===== src/rtl/branch_target_buffer.sv =====
// Direct-mapped branch target buffer with 2-bit saturating-counter state.
// Zero-latency fetch lookup, decode-aligned state/hit registers, FSM write-back.
//
// Ports:
//   clk, rst          clock, async active-high reset
//   pc_f              fetch PC (word aligned)
//   stall_f, flush_d  hold / clear the decode-side registers
//   predict_taken_f   comb: hit and counter msb set
//   predicted_pc_f    comb: stored target if taken, else pc_f+4
//   branch_state_d    registered counter state of looked-up entry
//   hit_d             registered lookup hit
//   upd_valid         write strobe from the prediction FSM
//   upd_address       PC of the resolved branch
//   upd_target        resolved taken target
//   upd_state         new counter state
module branch_target_buffer #(
  parameter int ENTRIES  = 16,
  parameter int IDX_BITS = 4,
  parameter int TAG_BITS = 30 - IDX_BITS
) (
  input  logic        clk,
  input  logic        rst,
  input  logic [31:0] pc_f,
  input  logic        stall_f,
  input  logic        flush_d,
  output logic        predict_taken_f,
  output logic [31:0] predicted_pc_f,
  output logic [1:0]  branch_state_d,
  output logic        hit_d,
  input  logic        upd_valid,
  input  logic [31:0] upd_address,
  input  logic [31:0] upd_target,
  input  logic [1:0]  upd_state
);

  logic [ENTRIES-1:0]  valid_q;
  logic [TAG_BITS-1:0] tag_q    [ENTRIES];
  logic [31:0]         target_q [ENTRIES];
  logic [1:0]          state_q  [ENTRIES];

  logic [IDX_BITS-1:0] idx;
  logic [TAG_BITS-1:0] pc_tag;
  logic [IDX_BITS-1:0] u_idx;
  logic [TAG_BITS-1:0] u_tag;
  logic                hit;
  logic [1:0]          lk_state;

  // Low address bits carry no information for word-aligned PCs.
  logic unused_lsbs;
  assign unused_lsbs = ^{pc_f[1:0], upd_address[1:0]};

  assign idx    = pc_f[IDX_BITS+1:2];
  assign pc_tag = pc_f[31:IDX_BITS+2];
  assign u_idx  = upd_address[IDX_BITS+1:2];
  assign u_tag  = upd_address[31:IDX_BITS+2];

  // Gating with rst keeps predictions off for the whole reset window.
  assign hit = !rst && valid_q[idx]
            && (tag_q[idx] == pc_tag);

  assign lk_state = hit ? state_q[idx] : 2'b00;

  assign predict_taken_f = hit && lk_state[1];

  assign predicted_pc_f = predict_taken_f
                        ? target_q[idx]
                        : pc_f + 32'd4;

  // Entry storage: flops so reset can clear every entry.
  always_ff @(posedge clk or posedge rst) begin
    if (rst) begin
      valid_q <= '0;
      for (int i = 0; i < ENTRIES; i++) begin
        tag_q[i]    <= '0;
        target_q[i] <= '0;
        state_q[i]  <= 2'b00;
      end
    end else if (upd_valid) begin
      valid_q[u_idx]  <= 1'b1;
      tag_q[u_idx]    <= u_tag;
      target_q[u_idx] <= upd_target;
      state_q[u_idx]  <= upd_state;
    end
  end

  // Decode-stage registers: flush beats stall beats load.
  always_ff @(posedge clk or posedge rst) begin
    if (rst) begin
      branch_state_d <= 2'b00;
      hit_d          <= 1'b0;
    end else if (flush_d) begin
      branch_state_d <= 2'b00;
      hit_d          <= 1'b0;
    end else if (!stall_f) begin
      branch_state_d <= lk_state;
      hit_d          <= hit;
    end
  end

endmodule


===== config.mk =====
export PLATFORM = sky130hd
export DESIGN_NAME = branch_target_buffer
export DESIGN_NICKNAME = d
export VERILOG_FILES = /design/src/rtl/branch_target_buffer.sv
export SDC_FILE = /design/constraint.sdc
export NUM_CORES = 2
export LEC_CHECK = 0
export ABC_AREA = 1
export BUFFER_PORTS_ARGS = -buffer_cell sky130_fd_sc_hd__buf_4
export CORE_MARGIN = 4
export CORE_UTILIZATION = 51
export DETAILED_ROUTE_END_ITERATION = 6
export HOLD_SLACK_MARGIN = 0.03
export PLACE_DENSITY = 0.76
export SETUP_SLACK_MARGIN = 0.15
export SYNTH_ARGS = -nofsm -noshare
export SYNTH_HDL_FRONTEND = slang
export SYNTH_SLANG_ARGS = --single-unit

===== constraint.sdc =====
create_clock -name clk -period 91.9 [get_ports clk]
set_input_delay 4.595 -clock clk [delete_from_list [all_inputs] [get_ports clk]]
set_output_delay 4.595 -clock clk [all_outputs]
set_load 0.01 [all_outputs]

==> impl_metrics.yaml <==
finish:
  final_common_cell: "nand2_1"
  final_cells: 7151
  area_growth_pct: 9.675
  layout_common_cells: "nand2_1 (1764), o21ai_0 (1256), dfrtp_1 (979), inv_1 (604), nand3_1 (280)"
  nNetsFinal: 5995
  fill_cells: 8009
  layout-drive-gt1-share: 0.06459
synth:
  ys_warn_count: 0
  synth_enable_flop_cells: 0
  avgSynthCellArea_sq_um: 7.756
  synth-seq-cells: 979
  seq_area_frac_synth: 0.5252
  yosysUniqueCellTypes: 40
  synth_top_area_cell: "dfrtp_1"
  synthTopCellsByArea: "dfrtp_1 (53%), nand2_1 (14%), o21ai_0 (13%), inv_1 (4.9%), nand3_1 (3.1%)"
  synthesis.nets: 6118
  synthCells: 6014
  async_flop_share: 1.000
  ys.flop_type: "dfrtp_1"
  synth_top_area_frac: 0.5252
  syn_area_sq_um: 46650
clock_network:
  cts_sinks: 979
  post_cts_buffers: 0
  insertion_delay_ns: 0.66
  cts-root-buf: "clkbuf_16"
  cts_hold_buf: 0
  cts-htree-levels: 3
  numCtsBuffers: 97
  cts_tree: "yes"
  clkTransAtPathRegs_ns: 0.06
  cts_resized: 0
  cts_buffer_depth: 3
routing:
  wl_per_cell_microns: 19.59
  drt-initial-drc-count: 5176
  drc_errors: 0
  wirelength_mm: 140.1
  ant_nets: 0
  vias: 40790
  first_pass_iters: 6
  drt-vias-per-instance: 5.704
setup_path:
  cp_data_required_time_ns: 87.31
  worst_path_dominant_cell_family: "buffers and inverters"
  critical_path_buf_inv_count: 6
  path_max_fanout: 109
  setup.worst_path.end_class: "output pin"
  path_class: "in2out"
  slowest_stage: "buf_4"
  max_stage_delay_ns: 0.86
  critPathLaunchType: "input pin"
  crit_path_cell_trace: "buf_8 -> buf_4 -> buf_4 -> buf_4 -> a21oi_1 -> o21ai_0 -> o21ai_1 -> a221oi_4 -> buf_4 -> nand2_2 -> nand2_1 -> nand2_1 -> buf_4"
  path_common_cell: "buf_4"
  arrival_ns: 10.08
placed_design:
  globalplace.congestion: 0.9022
  dp_slack_ns: 77.40
  dp_cells: 6968
  portBuffers: 136
  dp_hpwl_mm: 79.61
floorplan:
  dieHeight_microns: 310.4
  num_rows: 110
  die-area_sq_um: 96370
  die_w_microns: 310.4
  io_pins: 139
  core_region_area_sq_um: 90420
  start_util: 0.5159
grt:
  grt_max_degree: 220
  grt_pass1_wl_mm: 217.8
  grt-ovfl-total: 0
  grt_pass1_vias: 37910
  antenna_found_initial: 18
  track_usage: 0.2905
timing:
  setup-tns-final_ns: 0
  hold_viol: 0
  period_needed_ns: 14.68
  clock_skew_ns: 0.01906
  max_freq_mhz: 68.14
  whs_ns: 0.4505
  tightestPinTransition_ns: 1.269
  drv_slew: 0
  fin_crit_sh: 0.1597
  setup_viol_count_final: 0
  maxSlewHeadroom: 0.1542
  fin_ws_ns: 77.22
  rsz0062_at_grt: "no"
status:
  outcome: "complete, no violations"
power_and_ir_drop:
  ir_drop_v: 0.00001551
  power_density_nw_per_um2: 22.54
  p_leak_nw: 24.86
flow_run:
  max_cap_viol_count: 0
worst_hold_path:
  hold_path_class: "reg2reg"
==> where the power goes <==
group,internal [W],switching [W],total [W]
clock network,0.000232,0.000168,0.000400
registers,0.000522,0.0000381,0.000561
logic,0.0000675,0.000125,0.000193
==> metal layers <==
metal	up-vias	global-route usage	routed length (microns)
li1	19040	-	-
met5	-	0	88
met2	2072	0.4449	62060
met4	14	0.1155	5035
met1	19330	0.4020	57130
met3	332	0.06997	15760
==> stage by stage <==
stage,util,instance area (sq um),total power [W]
after floorplan,-,46650,0.0007022
after global placement,0.5303,47950,0.0007447
after detailed placement,0.5303,47950,0.0007558
after CTS,0.5654,51120,0.001154
after global routing,0.5656,51150,0.001216
final,0.5658,51160,0.001153
==> kinds of logic after synthesis <==
family,synth area share
and+or+nand+nor,0.1981
AOI/OAI and AO/OA,0.1815
buffers and inverters,0.08986
DFF,0.5252
xor gates and xnor gates,0.005070
adders and majority gates,0.0002682
==> worst min-delay path: cells and delay by family, from the launching register on <==
kind	cells	cell delay, ns
flip-flops	1	0.32
AND/OR/NAND/NOR	1	0.06
buffers and inverters	1	0.04
==> worst paths after layout <==
path                             from            endpoint  slack [ns]  cells past startpoint
setup / recovery              pc_f[2]  predicted_pc_f[15]       77.22                     13
hold / removal             valid_q[7]          valid_q[7]        0.45                      2
setup reg to reg           valid_q[9]   branch_state_d[0]       89.51                     17
hold reg to reg            valid_q[7]          valid_q[7]        0.45                      2
max in group asynchronous         rst       target_q[367]       84.09                      6
min in group asynchronous         rst          tag_q[125]        4.06                      2
==> cells in the mapped netlist, types with 2 or more instances <==
| master | number |
|---|---|
| nand2_1 | 1767 |
| buf_6 | 17 |
| o21ai_1 | 26 |
| inv_1 | 605 |
| a311o_1 | 11 |
| nand3_1 | 286 |
| o21ai_0 | 1256 |
| buf_2 | 65 |
| clkinv_1 | 12 |
| nand3_2 | 2 |
| nor3_1 | 21 |
| clkbuf_1 | 290 |
| nor3_2 | 2 |
| a311oi_1 | 13 |
| nor2_2 | 4 |
| inv_2 | 11 |
| dfrtp_1 | 979 |
| o221ai_1 | 14 |
| nor4_1 | 3 |
| nor2_1 | 237 |
| a22oi_1 | 2 |
| o22ai_1 | 18 |
| buf_1 | 27 |
| o21ai_2 | 2 |
| o211ai_1 | 20 |
| buf_4 | 15 |
| a21oi_1 | 237 |
| xor2_1 | 27 |
| nand4_1 | 11 |
| a21boi_0 | 24 |
==> cell type report <==
type	count	area [sq um]	share of cell area
antenna	14	35.03	0.0006848
clock buffer	138	2824	0.05520
clock inverter	31	349.1	0.006824
inverter	628	2377	0.04647
multi-input combinational	3992	18110	0.3541
sequential	979	24500	0.4789
tap	1176	1471	0.02876
timing repair buffer	193	1489	0.02910
==> registers in the layout, indices dropped and copies added (netlist names) <==
register        count
valid_q            16
tag_q             416
target_q          512
state_q            32
hit_d               1
branch_state_d      2
No activity file was read; power rests on OpenSTA's default activity.
